### src/rtl/parity_pkg.sv
// Shared types and helpers for the even-parity generator / frame transmitter pair.
package parity_pkg;

    typedef enum logic [2:0] {IDLE, START, DATA, PARITY, STOP} tx_state_t;

    localparam int unsigned DATA_W_DEF = 4;
    localparam int unsigned FRAME_BITS = DATA_W_DEF + 3;

    // Even parity bit: makes the total number of ones (data + parity) even.
    // Zero-extension to 32 bits leaves the parity unchanged.
    function automatic logic even_parity(input logic [31:0] data);
        return ^data;
    endfunction

endpackage

### src/rtl/bit_timer.sv
// Bit-time counter: counts 0..CLKS_PER_BIT-1 and wraps, flagging the last cycle of each bit.
module bit_timer #(
    parameter int unsigned CLKS_PER_BIT = 4
) (
    input  logic clk,
    input  logic rst,
    input  logic clear,
    output logic tick,
    output logic tick_next
);

    localparam int unsigned CNT_W = (CLKS_PER_BIT > 1) ? $clog2(CLKS_PER_BIT) : 1;
    localparam logic [CNT_W-1:0] LAST = CNT_W'(CLKS_PER_BIT - 1);

    logic [CNT_W-1:0] cnt;
    logic [CNT_W-1:0] cnt_next;

    always_comb begin
        cnt_next = cnt + CNT_W'(1);
        if (clear || tick) cnt_next = '0;
    end

    assign tick      = (cnt == LAST);
    // Lets the owner register outputs that must line up with the final cycle of a bit.
    assign tick_next = (cnt_next == LAST);

    always_ff @(posedge clk or posedge rst) begin
        if (rst) cnt <= '0;
        else     cnt <= cnt_next;
    end

endmodule

### src/rtl/even_parity_frame_tx.sv
// Serialises a data nibble plus its parity bit as start(0), data LSB-first, parity, stop(1),
// re-checking the parity at acceptance.
module even_parity_frame_tx
    import parity_pkg::*;
#(
    parameter int unsigned DATA_W       = 4,
    parameter int unsigned CLKS_PER_BIT = 4
) (
    input  logic              clk,
    input  logic              rst,
    input  logic [DATA_W-1:0] in_data,
    input  logic              in_parity,
    input  logic              in_valid,
    output logic              in_ready,
    output logic              tx,
    output logic              busy,
    output logic              frame_done,
    output logic              par_err
);

    localparam int unsigned IDX_W = $clog2(DATA_W + 1);

    tx_state_t         state, state_n;
    logic [DATA_W-1:0] shreg, shreg_n;
    logic [IDX_W-1:0]  idx, idx_n;
    logic              par_q, par_q_n;
    logic              par_err_n;
    logic              tx_n, frame_done_n;
    logic              tick, tick_next;
    logic              accept;

    assign accept = in_valid && in_ready;

    bit_timer #(
        .CLKS_PER_BIT(CLKS_PER_BIT)
    ) u_bit_timer (
        .clk      (clk),
        .rst      (rst),
        .clear    (state == IDLE),
        .tick     (tick),
        .tick_next(tick_next)
    );

    always_comb begin
        state_n   = state;
        shreg_n   = shreg;
        idx_n     = idx;
        par_q_n   = par_q;
        par_err_n = par_err;
        unique case (state)
            IDLE: begin
                if (accept) begin
                    state_n   = START;
                    shreg_n   = in_data;
                    par_q_n   = in_parity;
                    par_err_n = in_parity ^ even_parity(32'(in_data));
                    idx_n     = '0;
                end
            end
            START: if (tick) state_n = DATA;
            DATA: begin
                if (tick) begin
                    shreg_n = shreg >> 1;
                    if (idx == IDX_W'(DATA_W - 1)) begin
                        idx_n   = '0;
                        state_n = PARITY;
                    end else begin
                        idx_n = idx + IDX_W'(1);
                    end
                end
            end
            PARITY: if (tick) state_n = STOP;
            STOP:   if (tick) state_n = IDLE;
            default: state_n = IDLE;
        endcase
    end

    // Outputs are registered from next-state values so they stay aligned with the state register.
    always_comb begin
        tx_n = 1'b1;
        unique case (state_n)
            START:   tx_n = 1'b0;
            DATA:    tx_n = shreg_n[0];
            PARITY:  tx_n = par_q_n;
            default: tx_n = 1'b1;
        endcase
        frame_done_n = (state_n == STOP) && tick_next;
    end

    always_ff @(posedge clk or posedge rst) begin
        if (rst) begin
            state      <= IDLE;
            shreg      <= '0;
            idx        <= '0;
            par_q      <= 1'b0;
            par_err    <= 1'b0;
            tx         <= 1'b1;
            busy       <= 1'b0;
            in_ready   <= 1'b1;
            frame_done <= 1'b0;
        end else begin
            state      <= state_n;
            shreg      <= shreg_n;
            idx        <= idx_n;
            par_q      <= par_q_n;
            par_err    <= par_err_n;
            tx         <= tx_n;
            busy       <= (state_n != IDLE);
            in_ready   <= (state_n == IDLE);
            frame_done <= frame_done_n;
        end
    end

endmodule

### config.mk
export PLATFORM = sky130hd
export DESIGN_NAME = even_parity_frame_tx
export DESIGN_NICKNAME = d
export VERILOG_FILES = /design/src/rtl/parity_pkg.sv /design/src/rtl/bit_timer.sv /design/src/rtl/even_parity_frame_tx.sv
export SDC_FILE = /design/constraint.sdc
export NUM_CORES = 1
export LEC_CHECK = 0
export BUFFER_PORTS_ARGS = -buffer_cell sky130_fd_sc_hd__buf_2
export CORE_MARGIN = 2
export CORE_UTILIZATION = 30
export CTS_CLUSTER_DIAMETER = 80
export DETAILED_ROUTE_END_ITERATION = 10
export HOLD_SLACK_MARGIN = 0.06
export PLACE_DENSITY = 0.5
export SYNTH_ARGS = -nofsm -noshare
export SYNTH_HDL_FRONTEND = slang
export SYNTH_SLANG_ARGS = --single-unit
### constraint.sdc
create_clock -name clk -period 3.1 [get_ports clk]
set_input_delay 0.31 -clock clk [delete_from_list [all_inputs] [get_ports clk]]
set_output_delay 0.31 -clock clk [all_outputs]
set_load 0.1 [all_outputs]
==> results.md, run 1 <==
- The clock net in this run drives a total of 18 sinks.
- The final clock period utilization by the worst path is a little under three fifths.
- The overall routed net length is ~1500 um.
- The async set-or-reset flop fraction in the synthesized netlist is between 90% and 100%.
- The clock transition at the registers of the reported paths is 100 ps.
- The initial utilization of the core area, before any placement, comes to about 32%.
- The CTS H-tree depth is 1.
- The critical path in this run is classified as flop to flop.
- Setup violations remaining at the end of the flow were counted as 0.
- The layout cell share with drive strength beyond 1 is ~25%.
- The die span in x is 56.2 um.
- The count of final max-slew check failures came to 0.
- The library cells used most frequently in the layout, excluding fill and tap cells, are dfrtp_1, nand2_1, buf_2.
- The die covers roughly 0.0032 mm^2.
- The worst setup path is launched from a flop.
- The hold buffer count at CTS is 0.
- Derived from the worst setup path, the maximum achievable clock frequency is ~570 MHz.
- The number of antenna violations at the first check in global routing is 0.
- The final critical-path required period is ~1700 ps.
- Across all layers, the routed design uses a little under 600 vias.
- The flow ran to the end, and the final reports show no timing, DRC or antenna violations.
- The transition time of the tightest slew-check pin is approximately 660 ps.
- In this run the worst path has a maximum fanout of 10.
- 13 I/O pins were placed.
- Across every metal layer, demand over resource in global routing totals 11.4%.
- The number of nets at the end of the flow is between 90 and 100.
- The number of flops mapped to enable cells by yosys is 0.
- Once detail routing completed, the nets flagged for antenna violations numbered 0.
- The last weighted congestion value of the routability-driven placer is roughly 0.70.
- From bottom edge to top edge, the die measures between 50 and 60 um.
- The cell area after technology mapping is 818 um^2.
- The synthesized net count is between 80 and 90.
- After detailed routing, the number of vias per cell comes to about 5.
- Detailed placement ended at an HPWL of 1130 um.
- TritonCTS built the clock tree.
- Synthesis inferred 18 register bits.
- The CTS buffer count is 3.
- The antenna diode count is 0.
- The worst supply voltage drop on vdd is about 0.57 mV.
- The synthesis-to-finish area growth is 15.0%.
- Port buffering added 12 buffers.
- Each instance of the synthesized netlist takes up on average between 10 and 15 um^2.
- On the final layout, the worst clock skew is 2.97 ps.
- The number of iterations in the first detailed-routing pass is 4.
- For this run, the number of standard cells in the final layout without fillers is between 100 and 150.
- The leading cell type in the layout, fill and taps excluded is dfrtp_1.
- The first global-routing pass estimated roughly 2800 um of wire.
- The number of hold violations in the final report is 0.
- During synthesis, Yosys emitted a total of 0 warnings.
- The area of the core region is between 0.002 and 0.003 mm^2.
- The standby leakage power is 0.453 nW.
- The number of instances in the synthesized netlist is 73.
- STA puts the critical path data arrival time at around 1900 ps.
- Setup repair after global routing left no endpoint under its margin.
- In the routed design, unresolved DRC markers number 0.
- The power density relative to cell area is 1060 mW/mm^2.
- Entering global routing, the biggest net connects 19 pins.
- The number of max-capacitance violations reported is 0.
- Once placement completed, the tool counted placed cells totaling approximately 110.
- In the final routed layout, each cell accounts on average for approximately 13 um.
- Clock tree synthesis selected as its root buffer the cell clkbuf_4.
- The floorplan has 18 rows.
- The post-route setup TNS is 0 ps.
- At the later pin of the worst-skew pair, clock insertion delay measures 290 ps.
- The proportion of synthesized chip area in sequential cells is a little under three fifths.
- Counting along the longest clock path gives a buffer depth of 2.
- The number of gates resized after cts is 0.
- The number of distinct library cells after synthesis is 31.
- The worst slew margin relative to its limit is 55.3%.
- The number of global-route vias before repair is around 580.
- The DRC marker count from the first detailed-route iteration is 6.
- For the worst setup path, the data required time is around 3300 ps.
- Buffers added to address setup during post-CTS repair amount to 0.
- Among all flip-flop cells after synthesis, the most frequent one is dfrtp_1.
- The capturing element type of the critical path is a flop.
- The worst min-delay path class is input port to asynchronous set/reset pin.
- The leftover overflow at the end of global routing is 0.
cells in the mapped netlist, types with 2 or more instances:
cell | number | area, um^2
dfrtp_1 | 16 | 400
nand2_1 | 13 | 48.8
nand3b_1 | 3 | 22.5
xnor2_1 | 3 | 26.3
a21bo_2 | 2 | 20.0
a22oi_1 | 2 | 15.0
and2_1 | 2 | 12.5
and3_1 | 2 | 12.5
dfstp_2 | 2 | 52.6
ha_1 | 2 | 25.0
inv_1 | 2 | 7.51
nand3_1 | 2 | 10.0
nand4_1 | 2 | 12.5
nor3_1 | 2 | 10.0
o21ai_0 | 2 | 10.0
through the flow:
| stage | setup slack, ps | hold WS, ps | util (%) | total power, mW | instance area, um^2 |
|---|---|---|---|---|---|
| 2_1_floorplan | 1360 | 247 | - | 0.777 | 818 |
| 3_3_place_gp | 1410 | 434 | 35.9 | 0.857 | 905 |
| 3_5_place_dp | 1370 | 442 | 35.9 | 0.863 | 905 |
| 4_1_cts | 1340 | 125 | 37.3 | 1.01 | 941 |
| 5_1_grt | 1190 | 144 | 37.3 | 1.07 | 941 |
| 6_report | 1350 | 99.5 | 37.3 | 1.00 | 941 |
path summary, 6_finish.rpt:
path,start,endpoint,slack [ps],depth (start not counted)
hold reg to reg,u_bit_timer.cnt[0]$_DFF_PP0_,u_bit_timer.cnt[0]$_DFF_PP0_,470,1
hold / removal,rst,u_bit_timer.cnt[1]$_DFF_PP0_,100,2
setup / recovery,u_bit_timer.cnt[0]$_DFF_PP0_,busy$_DFF_PP0_,1350,5
min in group clk,in_data[3],shreg[3]$_DFFE_PP0P_,240,3
setup reg to reg,u_bit_timer.cnt[0]$_DFF_PP0_,busy$_DFF_PP0_,1350,5
max in group asynchronous,rst,shreg[2]$_DFFE_PP0P_,2570,2
power breakdown:
group          total [mW]  internal, mW  switching (mW)
registers           0.389         0.334          0.0547
logic               0.468         0.132           0.336
clock network       0.143        0.0715          0.0715
worst max-delay path, stage by stage (launching register included):
cell,delay (ps)
dfrtp_1,400
ha_1,280
and4bb_1,340
nand2_1,120
nand3_1,150
or3_1,340
sequential cells by signal (all words and copies together), names as in the netlist:
| name | count |
|---|---|
| state | 3 |
| par_q | 1 |
| u_bit_timer.cnt | 2 |
| tx | 1 |
| frame_done | 1 |
| idx | 3 |
| shreg | 4 |
| in_ready | 1 |
| par_err | 1 |
| busy | 1 |
area by class of cell:
type	instances	area (um^2)
Sequential cell	18	453
Multi-Input combinational cell	52	347
Tap cell	30	37.5
Inverter	2	7.51
Clock buffer	4	36.3
Timing Repair Buffer	12	60.1
Fill cell	272	1580
metal layers:
layer	vias up	routed length (um)	track usage, %
li1	291	-	-
met1	290	732	14.8
met2	11	715	17.5
met3	2	79	5.58
met4	0	15	2.04
met5	-	0	0
cells by family (layout without fill, tap and decap cells):
family | Yosys count | count (layout) | share of synthesized area [%]
AO/OA/AOI/OAI | 13 | 13 | 12.8
buffers and inverters | 3 | 18 | 2.29
AND/OR/NAND/NOR | 33 | 33 | 22.2
flip-flops | 18 | 18 | 55.4
adder cells (fa/ha/maj) | 2 | 2 | 3.06
XOR/XNOR | 4 | 4 | 4.28
No activity file was read; power rests on OpenSTA's default activity.
==> inputs of run 2 (changes only) <==
- ABC_AREA: unset -> 1
- PLACE_DENSITY: 0.5 -> 0.49
- clock period: 3.1 -> 1.7 ns (I/O delays scaled with it)
==> results.md, run 2 <==
- The overall power after layout is 2.04 mW (+100%).
- After synthesis, the most frequently instantiated cells are nand2_1, dfrtp_1, nand3_1, inv_1, nor2_1.
- Leaving out fill and tap cells, the most frequent cells in the layout are nand2_1, nand3_1, dfrtp_1.
- The last weighted congestion value of the routability-driven placer was 0.827 (+18%).
- The post-route setup TNS came to 0 ps (unchanged).
- The root cell of the clock tree is clkbuf_4.
- The signal on the critical path passes through buf_2.
- The total via count in the routed design is 771 (+30%).
- The number of rows in the core area is 20 (+2).
- The capturing element type of the critical path is a primary output.
- The worst min-delay path class is input port to flop.
- The clock net sink count is 18 (unchanged).
- The layout cell share with drive strength beyond 1 came to 27.4% (+2.4 points).
- The largest fanout on the critical path is 3 (-7).
- The count of final max-slew check failures was 0 (unchanged).
- In this run the most critical hold path is launched from in_data[1].
- Setup repair after global routing left no endpoint under its margin.
- The flip-flop count of the largest register after layout was 4 (unchanged).
- The number of antenna violations at the first check in global routing is 0 (unchanged).
- The antenna diode count came to 0 (unchanged).
- The wire length per cell is 12.0 um (-8.4%).
- The share of total power in combinational logic is 52.1% (+5.3 points).
- The height of the die was 60.6 um (+7.7%).
- The number of cells on the worst reg-to-reg path came to 7 (+2).
- The source of the critical timing path is in_ready$_DFF_PP1_.
- The number of flops mapped to enable cells by yosys was 0 (unchanged).
- The clock network power share is 11.4% (-2.9 points).
- The number of placed instances with taps included is 163 (+43%).
- The largest net degree at the start of global routing was 19 (unchanged).
- The number of remaining DRC errors is 0 (unchanged).
- The kind of cell with the highest combined delay along the critical path is flip-flops.
- The simple logic cell fraction of the synthesized area is 32.9% (+11 points).
- The die area was 0.00367 mm^2 (+16%).
- The global-route wire length before repair is 3460 um (+26%).
- The number of synthesized register bits came to 18 (unchanged).
- The final critical-path required period is about 1500 ps.
- The number of global-route vias before repair was 722 (+25%).
- The fraction of the mapped netlist area in compound gates is 7.43% (-5.4 points).
- The power density relative to cell area is 1860 mW/mm^2 (+75%).
- The number of instances in the synthesized netlist is 108 (+48%).
- The cell area after technology mapping is 960 um^2 (+17%).
- The number of fill cells in the layout is 343 (+26%).
- The class of the most critical setup path is flop to primary output.
- Ranked by flip-flop count, first place goes to shreg.
- The type of origin of the critical path is a flop.
- Leaving out fill and tap cells, the most frequent cell in the layout is nand2_1.
- The CTS buffer count is 3 (unchanged).
- The count of buffers added by post-CTS timing repair for setup is 0 (unchanged).
- The count of input and output buffers is 12 (unchanged).
- The total routed wire length on the met1 layer is 1050 um (+43%).
- The via-per-instance ratio is 4.59 (-8.8%).
- The synthesized net count was 118 (+42%).
- TritonCTS built the clock tree.
- The number of iterations in the first detailed-routing pass is 4 (unchanged).
- The mux cell area share after synthesis was 0% (unchanged).
- The delay of the slowest critical-path stage is 580 ps (+180 ps).
- The number of hold violations in the final report came to 0 (unchanged).
- The run finished with clean final reports.
- The warning count from the yosys run is 0 (unchanged).
- The worst slew margin relative to its limit is 53.2% (-2.1 points).
- The slowest library cell on the worst path is dfstp_2.
- The I/O pin count was 13 (unchanged).
- The required time of the worst setup path is 1530 ps (-1750 ps).
- The worst supply voltage drop on vdd was 1.24 mV (+120%).
- By area, the combinational part of the netlist is dominated by simple AND/OR/NAND/NOR gates.
- The async set-or-reset flop fraction in the synthesized netlist came to 100% (unchanged).
- The net load switching power is 1.06 mW (+130%).
- The register-to-register setup slack is 260 ps (-1090 ps).
- After synthesis, the cell types taking the most area are dfrtp_1, nand2_1, nand3_1.
- The number of buffers on the longest clock path was 2 (unchanged).
- The clock latency at the later pin of the worst-skew pair is 310 ps (+20 ps).
- The HPWL after detailed placement is 1570 um (+39%).
- The number of nets with antenna violations after routing is 0 (unchanged).
- The leftover overflow at the end of global routing came to 0 (unchanged).
- The switching share of power is 52.0% (+5.8 points).
- The total global routing track utilization is 13.2% (+1.8 points).
- The highest layer touched by signal routing is met4.
- The DRC marker count from the first detailed-route iteration was 38 (+32).
- The met2 routed wirelength is 852 um (+19%).
- Derived from the worst setup path, the maximum achievable clock frequency is approximately 680 MHz.
- The proportion of synthesized chip area in sequential cells is 47.2% (-8.2 points).
- The worst hold path was traced through 3 stages.
- The post-synthesis average cell area is 8.89 um^2 (-21%).
- The largest registers in the layout are shreg x4, idx x3, state x3.
- The starting density of the core is 31.4% (-1.0 points).
- The total met3 wirelength after detailed routing is 47 um (-41%).
- The number of cells in the finished layout apart from fillers is 168 (+42%).
- The post-synthesis adder-cell area fraction is 2.61% (-0.45 points).
- The CTS H-tree depth is 1 (unchanged).
- The part of the power in registers is 36.5% (-2.4 points).
- The portion of synthesized cell area occupied by the leading cell type was 41.7% (-7.2 points).
- The transition time of the tightest slew-check pin was 701 ps (+39.4 ps).
- The final worst-path setup slack was 222 ps (-1130 ps).
- The standby leakage power was 0.571 nW (+26%).
- The area of the core region came to 0.00305 mm^2 (+21%).
- The number of buffers and inverters on the critical path is 1 (+1).
- The leading area contributor after synthesis is dfrtp_1.
- The synthesis-to-finish area growth is 14.6%.
- The die span in x is 60.6 um (+7.7%).
- The number of nets at the end of the flow is 135 (+36%).
- The number of stages on the worst setup path came to 1 (-4).
- The reg-to-reg endpoint is shreg[1]$_DFFE_PP0P_.
- By instance count, the leading cell after synthesis is nand2_1.
- The final clock period utilization by the worst path is about 87%.
- The worst setup skew after layout was 10.9 ps (+7.93 ps).
- The endpoint of the worst hold path is shreg[1]$_DFFE_PP0P_.
- The overall routed net length is 2010 um (+30%).
- The number of max-capacitance violations reported is 0 (unchanged).
- The worst register-to-register path begins at u_bit_timer.cnt[0]$_DFF_PP0_.
- The signal arrival time at the worst endpoint is 1310 ps (-610 ps).
- In the synthesized netlist the dominant register cell turns out to be dfrtp_1.
- The clock transition at the registers of the reported paths was 110 ps (about the same).
- The post-synthesis share of cell area spent on xor and xnor gates was 2.74% (-1.5 points).
- The cell-internal power is 0.978 mW (+82%).
- The worst setup timing slack at the placement stage is 257 ps (-1110 ps).
- The number of distinct library cells after synthesis is 27 (-13%).
- The count of final setup violators is 0 (unchanged).
[run 2: changes by cell type after synthesis, sizes merged, moves of 2 or more]
| cell | before | now |
|---|---|---|
| nand3b | 3 | 1 |
| o21ai | 2 | 4 |
| xnor2 | 3 | 1 |
| nand3 | 2 | 18 |
| a21bo | 3 | 0 |
| and2 | 3 | 0 |
| nand2 | 13 | 28 |
| inv | 2 | 14 |
| nor3 | 3 | 1 |
| nor2 | 1 | 9 |
[run 2: power groups by stage]
stage | sequential (mW) | clock (mW) | combinational [mW]
detailed placement | 0.750 | 0 | 1.07
CTS | 0.743 | 0.244 | 1.07
floorplan | 1.04 | 0 | 0.597
finish | 0.745 | 0.232 | 1.06
global placement | 0.752 | 0 | 1.07
global route | 0.768 | 0.262 | 1.16
[run 2: how the worst max path moves through the flow]
| stage | end | slack [ps] |
|---|---|---|
| after floorplan | tx$_DFF_PP1_ | 100 |
| after global placement | shreg[1]$_DFFE_PP0P_ | 300 |
| after detailed placement | shreg[1]$_DFFE_PP0P_ | 260 |
| after CTS | in_ready | 210 |
| after global routing | shreg[2]$_DFFE_PP0P_ | 130 |
| final | in_ready | 220 |
[run 2: cells by family after synthesis]
kind of cell / after synthesis
simple gates: 60
flops: 18
buf+inv: 16
compound gates: 9
xor+xnor: 3
fa+ha+maj: 2
[run 2: layer usage]
layer	vias up	track usage [%]
met5	-	0
met4	0	8.39
met3	5	1.92
met2	13	18.3
met1	364	19.2
li1	389	-
[run 2: final cells by class]
cell class,count,area [um^2],share of cell area [%]
Clock buffer,4,26.3,2.39
Inverter,15,57.6,5.23
Multi-Input combinational cell,74,438,39.8
Sequential cell,18,453,41.2
Tap cell,44,55.1,5.01
Timing Repair Buffer,13,70.1,6.37
[run 2: per-stage QoR]
step | hold WS [ps] | area, um^2 | util, %
finish | 116 | 1100 | 36.0
global route | 120 | 1100 | 36.0
CTS | 103 | 1100 | 36.0
detailed placement | 332 | 1060 | 34.8
global placement | 314 | 1060 | 34.8
floorplan | 107 | 960 | -
[run 2: what timing repair did]
action	CTS	global route
hold endpoints to repair	16	0
hold buffers	1	0
gates resized for setup	0	0
[run 2: worst register-to-register path, stage by stage, from the launching register on]
cell	delay, ps
dfrtp_1	400
ha_1	290
inv_2	150
nor2_1	80
nand2_2	160
inv_2	60
a22oi_1	160
nand2_1	60
